===== config.mk =====
export PLATFORM = sky130hd
export DESIGN_NAME = fpu_issue_ctrl
export DESIGN_NICKNAME = d
export VERILOG_FILES = /design/src/rtl/fpu_issue_ctrl.sv
export SDC_FILE = /design/constraint.sdc
export NUM_CORES = 1
export LEC_CHECK = 0
export ABC_AREA = 1
export BUFFER_PORTS_ARGS = -buffer_cell sky130_fd_sc_hd__buf_4
export CELL_PAD_IN_SITES_DETAIL_PLACEMENT = 0
export CELL_PAD_IN_SITES_GLOBAL_PLACEMENT = 2
export CORE_ASPECT_RATIO = 0.8
export CORE_UTILIZATION = 22
export CTS_BUF_LIST = sky130_fd_sc_hd__clkbuf_8
export CTS_CLUSTER_SIZE = 30
export DETAILED_ROUTE_END_ITERATION = 10
export PLACE_DENSITY_LB_ADDON = 0.15
export SYNTH_ARGS = -nofsm -noshare
export SYNTH_HDL_FRONTEND = slang
export SYNTH_SLANG_ARGS = --single-unit

===== constraint.sdc =====
create_clock -name clk -period 1.6 [get_ports clk]
set_input_delay 0.32 -clock clk [delete_from_list [all_inputs] [get_ports clk]]
set_output_delay 0.32 -clock clk [all_outputs]
set_load 0.01 [all_outputs]

===== src/rtl/fpu_issue_ctrl.sv =====
// rtl/fpu_issue_ctrl.sv - FPU issue, operand forwarding and divide/sqrt hazard control
// Define FPU_ISSUE_PERF_EN to add the saturating stall_cnt output.
module fpu_issue_ctrl #(
  parameter int DS_LAT = 20,
  parameter int CW     = 5
) (
  input  logic        clk,
  input  logic        clrn,
  input  logic        id_fp,
  input  logic [2:0]  id_fc,
  input  logic [4:0]  id_fs,
  input  logic [4:0]  id_ft,
  input  logic        id_fs_used,
  input  logic        id_ft_used,
  input  logic [4:0]  id_fd,
  input  logic        id_wf,
  input  logic [4:0]  e1n,
  input  logic [4:0]  e2n,
  input  logic [4:0]  e3n,
  input  logic [4:0]  wn,
  input  logic        e1w,
  input  logic        e2w,
  input  logic        e3w,
  input  logic        ww,
  output logic        stall_id,
  output logic [1:0]  fwd_a,
  output logic [1:0]  fwd_b,
  output logic        fpu_wf,
  output logic [2:0]  fpu_fc,
  output logic        ds_busy,
`ifdef FPU_ISSUE_PERF_EN
  output logic [31:0] stall_cnt,
`endif
  output logic        ds_done
);

  localparam logic [1:0] S_IDLE = 2'd0;
  localparam logic [1:0] S_BUSY = 2'd1;
  localparam logic [1:0] S_DONE = 2'd2;
  localparam logic [CW-1:0] CNT_LOAD = CW'(DS_LAT - 1);

  logic [1:0]    state;
  logic [CW-1:0] cnt;
  logic [4:0]    ds_fd;
  logic          ds_wf;

  logic [3:0] match_a, match_b;
  logic [2:0] res_a, res_b;
  logic       ds_raw, waw, issue, ds_issue;

  // Per-stage match vectors, index 0 = E1 (youngest) .. 3 = W (oldest).
  assign match_a = {ww && (wn == id_fs), e3w && (e3n == id_fs),
                    e2w && (e2n == id_fs), e1w && (e1n == id_fs)};
  assign match_b = {ww && (wn == id_ft), e3w && (e3n == id_ft),
                    e2w && (e2n == id_ft), e1w && (e1n == id_ft)};

  // Returns {stall, fwd_sel}; the youngest matching stage decides.
  function automatic logic [2:0] resolve(input logic [3:0] m, input logic en);
    logic [2:0] r;
    r = 3'b000;
    if (en) begin
      if (m[0] || m[1]) r = 3'b100;
      else if (m[2])    r = 3'b001;
      else if (m[3])    r = 3'b010;
    end
    return r;
  endfunction

  assign res_a = resolve(match_a, id_fp && id_fs_used);
  assign res_b = resolve(match_b, id_fp && id_ft_used);

  // The pending divide/sqrt result is not visible to forwarding until after DONE.
  assign ds_raw = (state == S_BUSY || state == S_DONE) && ds_wf &&
                  ((id_fs_used && (id_fs == ds_fd)) || (id_ft_used && (id_ft == ds_fd)));
  assign waw    = (state == S_BUSY) && id_wf && (id_fd == ds_fd);

  assign stall_id = id_fp && (res_a[2] || res_b[2] || (state == S_BUSY) || ds_raw || waw);
  assign issue    = id_fp && !stall_id;
  assign ds_issue = issue && id_fc[2];

  assign fwd_a   = res_a[1:0];
  assign fwd_b   = res_b[1:0];
  assign fpu_wf  = id_wf && issue;
  assign fpu_fc  = issue ? id_fc : 3'b000;
  assign ds_busy = (state == S_BUSY);
  assign ds_done = (state == S_DONE);

  always_ff @(posedge clk or negedge clrn) begin
    if (!clrn) begin
      state <= S_IDLE;
      cnt   <= '0;
      ds_fd <= 5'd0;
      ds_wf <= 1'b0;
    end else begin
      case (state)
        S_IDLE, S_DONE: begin
          if (ds_issue) begin
            state <= S_BUSY;
            cnt   <= CNT_LOAD;
            ds_fd <= id_fd;
            ds_wf <= id_wf;
          end else begin
            state <= S_IDLE;
          end
        end
        S_BUSY: begin
          cnt <= cnt - CW'(1);
          if (cnt == CW'(1)) state <= S_DONE;
        end
        default: state <= S_IDLE;
      endcase
    end
  end

`ifdef FPU_ISSUE_PERF_EN
  always_ff @(posedge clk or negedge clrn) begin
    if (!clrn) begin
      stall_cnt <= 32'd0;
    end else if (stall_id && (stall_cnt != 32'hFFFF_FFFF)) begin
      stall_cnt <= stall_cnt + 32'd1;
    end
  end
`endif

endmodule


==> impl_results.md, run 1 <==
- Mapped Cells: 286
- Post-DP Area: 2474 sq um
- Worst path depth: 12
- Critical path class: reg2out
- Yosys top cell area share: 28.07%
- Count of final setup violators: 21
- DIE HEIGHT: 78.70 microns
- CTS tree: built
- Setup TNS Final: -4949 ps
- DRT Wirelength: 6332 microns
- Slowest CP cell: dfrtp_1
- Number of synthesized flops with an enable pin: 0
- Core ar.: 6993 sq um
- Worst EP arrival: 1660 ps
- Part of the Yosys area used for sequential elements: 20.11%
- MaxCap Viol Count: 0
- Crit path cell chain: inv_2 -> nand2_2 -> nand2_1 -> nor2_1 -> nand3_1 -> nand2_2 -> nand2_2 -> nand2_2 -> nor2_4 -> nand2_4 -> nor2_4 -> buf_6
- RSZ-0062 raised after global routing: true
- GRT overflow: 0
- Leakage power: 1.673 nW
- Rows: 27
- Post-DP HPWL: 4954 microns
- Tmin final: 1984 ps
- Async SR Flop Fraction: 100.0%
- Family with the most delay on the worst path: simple AND/OR/NAND/NOR gates
- Most frequent cell after synthesis: nand2_1
- Avg Cell Area, Syn: 5.657 sq um
- IO Port Bufs: 58
- DRT Pass-1 Iters: 10
- First-pass GRT wire length: 10350 microns
- Die width: 97.88 microns
- Post-Syn Area: 1618 sq um
- Most common library cells after synthesis: 121 x nand2_1, 35 x inv_1, 31 x nor2_1
- Root Buffer: clkbuf_8
- Cell taking the most area after synthesis: nand2_1
- Initial core utilization: 23.13%
- Worst path buffer plus inverter count: 2
- Max H-tree Level: 1
- Setup crit start kind: register
- Layout cell share with drive strength beyond 1: 55.78%
- Placed Cells: 469
- Full die area: 7703 sq um
- Reg2reg path depth: 15
- Drt via density: 4.394
- Total GRT Usage: 16.88%
- Yosys warning count: 0
- DR WL/cell: 13.06 microns
- Failing checks: design-rule violations, negative setup slack
- Worst Path Required: 1280 ps
- Final #Nets: 453
- Clk sinks: 13
- Final Cell Area: 3238 sq um
- CP peak stage delay: 440 ps
- Critical Path End Type: primary output
- Max IR drop VDD: 0.2931 mV
- Synth Net Count: 340
- Fin crit share: 124.0%
- Clk buf depth: 2
- Clk_skew: 4.850 ps
- Least-Margin Pin Slew: 336.5 ps
- Flop-to-flop setup slack: -280 ps
- Top FF cell, synth: dfrtp_1
- Fmax: 504.0 MHz
- Setup slack after layout: -384.1 ps
- Largest net degree at the start of global routing: 14
- Path type of the worst min-delay path: in2reg
- Antenna diodes: 0
- Clock Latency Late Sink: 250 ps
- Finished Core Util: 46.31%
- 1st-iter DRT viols: 76
- Final cell count without fillers: 485
- Via count: 2131
- Critical path's most frequent cell: nand2_2
- IO Pins: 59
- CTS Buf Count: 3
- Outcome: complete, but fails checks
- Final Max Slew Viols: 0
- Synthesized flop and latch total: 13
- Hold Path Stages: 3
- Number of global-route vias before repair: 2033
- Worst rel slew slack: 77.51%
- Synth top area cells: nand2_1 28%, dfrtp_1 20%, inv_1 8.1%
- Final GP Congestion: 0.7793
- Cell Pwr Density: 722.7 nW/um^2
- Hold Violations, Final: 0
- Syn-to-layout area delta: 100.2%
- Crit path max fanout: 4
- Post-route ant nets: 0
- Clock-pin slew on the worst setup and hold paths: 60 ps
- DRC: 5
- Initial antenna violation count: 0
- Netlist cell types: 26
[routing by layer]
| layer | routed length, microns | global-route usage (%) | part of all wire [%] |
|---|---|---|---|
| met5 | 0 | 0 | 0 |
| met2 | 2794 | 25.42 | 44 |
| met3 | 234 | 2.113 | 3.7 |
| met4 | 10 | 1.818 | 0.16 |
| met1 | 3292 | 26.04 | 52 |
[path summary, 6_finish.rpt]
path | to | startpoint
setup / recovery | fpu_fc[2] | ds_fd[3]
hold / removal | ds_fd[2] | id_fd[2]
min in group asynchronous | ds_wf | clrn
max in group asynchronous | cnt[0] | clrn
hold reg to reg | ds_wf | ds_wf
setup reg to reg | cnt[4] | ds_fd[3]
[placed cells by master, fill, tap and decap left out, types with 3 or more instances in the layout]
master,count
a21oi_1,4
buf_12,4
buf_4,73
buf_6,31
buf_8,3
clkbuf_8,3
clkinv_8,3
dfrtp_1,13
ha_1,5
inv_1,22
inv_2,13
inv_4,4
nand2_1,84
nand2_2,30
nand2_4,10
nand3_1,16
nand3_2,7
nor2_1,20
nor2_2,6
nor2_4,7
nor3_2,3
o21ai_0,4
[cell type report]
| class | count | area (sq um) |
|---|---|---|
| fill | 720 | 3755 |
| clock buffer | 3 | 41.29 |
| tap | 87 | 108.9 |
| sequential | 13 | 325.3 |
| clock inverter | 1 | 3.754 |
| timing repair buffer | 112 | 1032 |
| inverter | 45 | 239.0 |
| multi-input combinational | 224 | 1488 |
[where the power goes]
part / internal (mW) / leakage, nW / switching (mW) / total, mW
sequential: 0.455 / 0.164 / 0.134 / 0.589
combinational: 0.712 / 1.48 / 0.741 / 1.45
clock: 0.170 / 0.0269 / 0.128 / 0.298
[worst min-delay path: stages]
cell and delay [ps]:
buf_4 80, nand3_2 50, nand2_1 50
[sequential cells by signal, summed over array words and instances (netlist names)]
signal,flops
ds_wf,1
ds_fd,5
cnt,5
state,2
[stage by stage]
stage          setup slack [ps]  total power [mW]  hold slack (ps)
3_5_place_dp             -330.2             1.712            189.4
5_1_grt                  -504.4             2.565            303.8
4_1_cts                  -382.3             2.152            293.4
3_3_place_gp             -358.5             1.713            180.8
6_report                 -384.1             2.340            294.5
2_1_floorplan            -6.578             1.191            24.41
[cells by family (layout without fill, tap and decap cells)]
kind of cell / count (synthesis) / after routing / share of synthesized area (%)
compound gates: 23 / 23 / 9.204
xor+xnor: 7 / 7 / 3.790
fa+ha+maj: 6 / 6 / 4.640
buf+inv: 49 / 161 / 12.99
flops: 13 / 13 / 20.11
simple gates: 188 / 188 / 49.27
[timing repair]
action / CTS / global route
setup buffers: 8 / 7
setup endpoints to repair: 21 / 22
hold buffers: 1 / 0
gates resized for setup: 59 / 113
pin swaps: 33 / 43
endpoints found under the hold margin: 13 / 0
Power figures use the tool's default switching activity.
==> inputs of run 2 (changes only) <==
MAX_ROUTING_LAYER = met4   (was not set)
==> impl_results.md, run 2 (synthesis results as in run 1) <==
- Outcome: complete, but fails checks (unchanged)
- Failing checks: design-rule violations, negative setup slack (unchanged)
- Fmax: 507.2 MHz (was 504.0 MHz)
- DRT Pass-1 Iters: 7 (was 10)
- DR WL/cell: 12.99 microns (was 13.06 microns)
- Dpl ws: -330.2 ps (unchanged)
- Max IR drop VDD: 0.2905 mV (was 0.2931 mV)
- Count of final setup violators: 21 (unchanged)
- Antenna diodes: 0 (unchanged)
- Finished Core Util: 46.31% (unchanged)
- CTS Buf Count: 3 (unchanged)
- Via count: 2146 (was 2131)
- Core ar.: 6993 sq um (unchanged)
- Drt via density: 4.416 (was 4.394)
- Flop pwr share: 25.1% (was 25.2%)
- Clk_skew: 4.642 ps (was 4.850 ps)
- Clock-pin slew on the worst setup and hold paths: 60 ps (about the same)
- Clock share of power: 12.5% (was 12.7%)
- Crit path max fanout: 4 (unchanged)
- Net Sw Frac: 42.36% (was 42.86%)
- Post-route ant nets: 0 (unchanged)
- Reg2reg path depth: 15 (unchanged)
- Setup slack after layout: -371.6 ps (was -384.1 ps)
- Layout cell share with drive strength beyond 1: 55.14% (was 55.78%)
- First-pass GRT wire length: 10340 microns (was 10350 microns)
- DRC: 5 (unchanged)
- Syn-to-layout area delta: 100.2% (unchanged)
- Final Power: 2.336 mW (was 2.340 mW)
- Clk sinks: 13 (unchanged)
- Hold Path End: ds_fd[2] (unchanged)
- Initial core utilization: 23.13% (unchanged)
- Max H-tree Level: 1 (unchanged)
- Hold Violations, Final: 0 (unchanged)
- DRT Wirelength: 6311 microns (was 6332 microns)
- Clock Latency Late Sink: 240 ps (was 250 ps)
- Multi-input logic area: 1480 sq um (was 1488 sq um)
- GRT overflow: 0 (unchanged)
- Reg-to-Reg End: cnt[4] (unchanged)
- Post-DP Area: 2474 sq um (unchanged)
- DIE HEIGHT: 78.70 microns (unchanged)
- WHS: 296.5 ps (was 294.5 ps)
- Clk buf depth: 2 (unchanged)
- Total GRT Usage: 17.34% (was 16.88%)
- Internal cell power: 1.347 mW (was 1.337 mW)
- Critical Path End Type: primary output (unchanged)
- Critical path class: reg2out (unchanged)
- Final Max Slew Viols: 0 (unchanged)
- Largest net degree at the start of global routing: 14 (unchanged)
- Rows: 27 (unchanged)
- R2R Path Start: ds_fd[3] (unchanged)
- Initial antenna violation count: 0 (unchanged)
- Flop-to-flop setup slack: -270 ps (was -280 ps)
- Combinational power share: 62.3% (was 62.1%)
- IO Pins: 59 (unchanged)
- Largest registers: cnt x5, ds_fd x5, state x2 (unchanged)
- Worst Path Required: 1280 ps (about the same)
- Register cell area after layout: 325.3 sq um (unchanged)
- Setup crit start kind: register (unchanged)
- Least-Margin Pin Slew: 329.5 ps (was 336.5 ps)
- Fin crit share: 123.2% (was 124.0%)
- Most frequent cells in the layout: 86 x nand2_1, 74 x buf_4, 31 x buf_6, 28 x nand2_2, 22 x inv_1 (was 84 x nand2_1, 73 x buf_4, 31 x buf_6, 30 x nand2_2, 22 x inv_1)
- Root Buffer: clkbuf_8 (unchanged)
- Final #Nets: 454 (was 453)
- MaxCap Viol Count: 0 (unchanged)
- Worst rel slew slack: 77.97% (was 77.51%)
- NetSw: 0.9895 mW (was 1.003 mW)
- Tmin final: 1972 ps (was 1984 ps)
- CTS tree: built (unchanged)
- Worst EP arrival: 1650 ps (was 1660 ps)
- Path type of the worst min-delay path: in2reg (unchanged)
- Final Cell Area: 3238 sq um (unchanged)
- Hold Path Stages: 3 (unchanged)
- # fillers: 723 (was 720)
- HP Start: id_fd[2] (unchanged)
- RSZ-0062 raised after global routing: true (unchanged)
- Die width: 97.88 microns (unchanged)
- Final GP Congestion: 0.7900 (was 0.7793)
- Number of global-route vias before repair: 2031 (was 2033)
- IO Port Bufs: 58 (unchanged)
- Post-DP HPWL: 4954 microns (unchanged)
- Full die area: 7703 sq um (unchanged)
- 1st-iter DRT viols: 74 (was 76)
- Cell Pwr Density: 721.4 nW/um^2 (was 722.7 nW/um^2)
- Commonest non-fill, non-tap cell in the layout: nand2_1 (unchanged)
- Leakage power: 1.678 nW (was 1.673 nW)
-- run 2: cell count changes in the layout (fill, tap and decap cells not counted) --
cell,previous run,this run
buf_4,73,74
nor2_1,20,21
nand2_1,84,86
nand2_2,30,28
nor2_2,6,5
-- run 2: worst max-delay path, cell delays in order (launching register included) --
cell     delay [ps]
dfrtp_1         440
inv_2            80
nand2_2          40
nand2_1          60
nor2_1           50
nand3_1          70
nand2_1          60
nand2_1          70
nand2_2          70
nor2_4          130
nand2_4         100
nor2_4          130
buf_6           110
-- run 2: through the flow --
step | cells | TNS [ps]
2_1_floorplan | 286 | -6.578
3_3_place_gp | 469 | -5429
3_5_place_dp | 469 | -5394
4_1_cts | 481 | -5483
5_1_grt | 486 | -7669
6_report | 486 | -4821
-- run 2: area by class of cell --
class	count	area share (%)
Multi-Input combinational cell	224	45.71
Tap cell	87	3.362
Clock buffer	3	1.275
Timing Repair Buffer	113	32.11
Sequential cell	13	10.05
Clock inverter	1	0.1159
Inverter	45	7.380
-- run 2: worst max path at each step --
stage,startpoint,to,cells after the start
finish,ds_fd[3],fpu_fc[2],12
global route,ds_fd[4],fpu_fc[2],12
CTS,ds_fd[3],fpu_fc[2],12
detailed placement,id_ft[4],fpu_fc[2],13
global placement,id_ft[2],fwd_b[1],10
floorplan,state[0],fpu_fc[2],9
-- run 2: power by group through the flow --
stage | sequential, mW | combinational, mW | clock [mW]
2_1_floorplan | 0.548 | 0.643 | 0
3_3_place_gp | 0.590 | 1.12 | 0
3_5_place_dp | 0.585 | 1.13 | 0
4_1_cts | 0.579 | 1.26 | 0.310
5_1_grt | 0.610 | 1.64 | 0.328
6_report | 0.587 | 1.46 | 0.293
-- run 2: metal layers --
layer  vias to the layer above  track usage [%]  share of wire, %
met2                        47            25.42                45
met1                       969            25.98                51
li1                       1128                -                 -
met5                         -                -                 0
met3                         2            2.113               4.2
met4                         0            1.818              0.25
-- run 2: timing repair --
item / 4_1_cts / 5_1_grt
hold endpoints to repair: 13 / 0
pin swaps: 33 / 45
buffers inserted: 8 / 8
setup endpoints to repair: 21 / 22
hold buffers: 1 / 0
resized for setup: 59 / 110
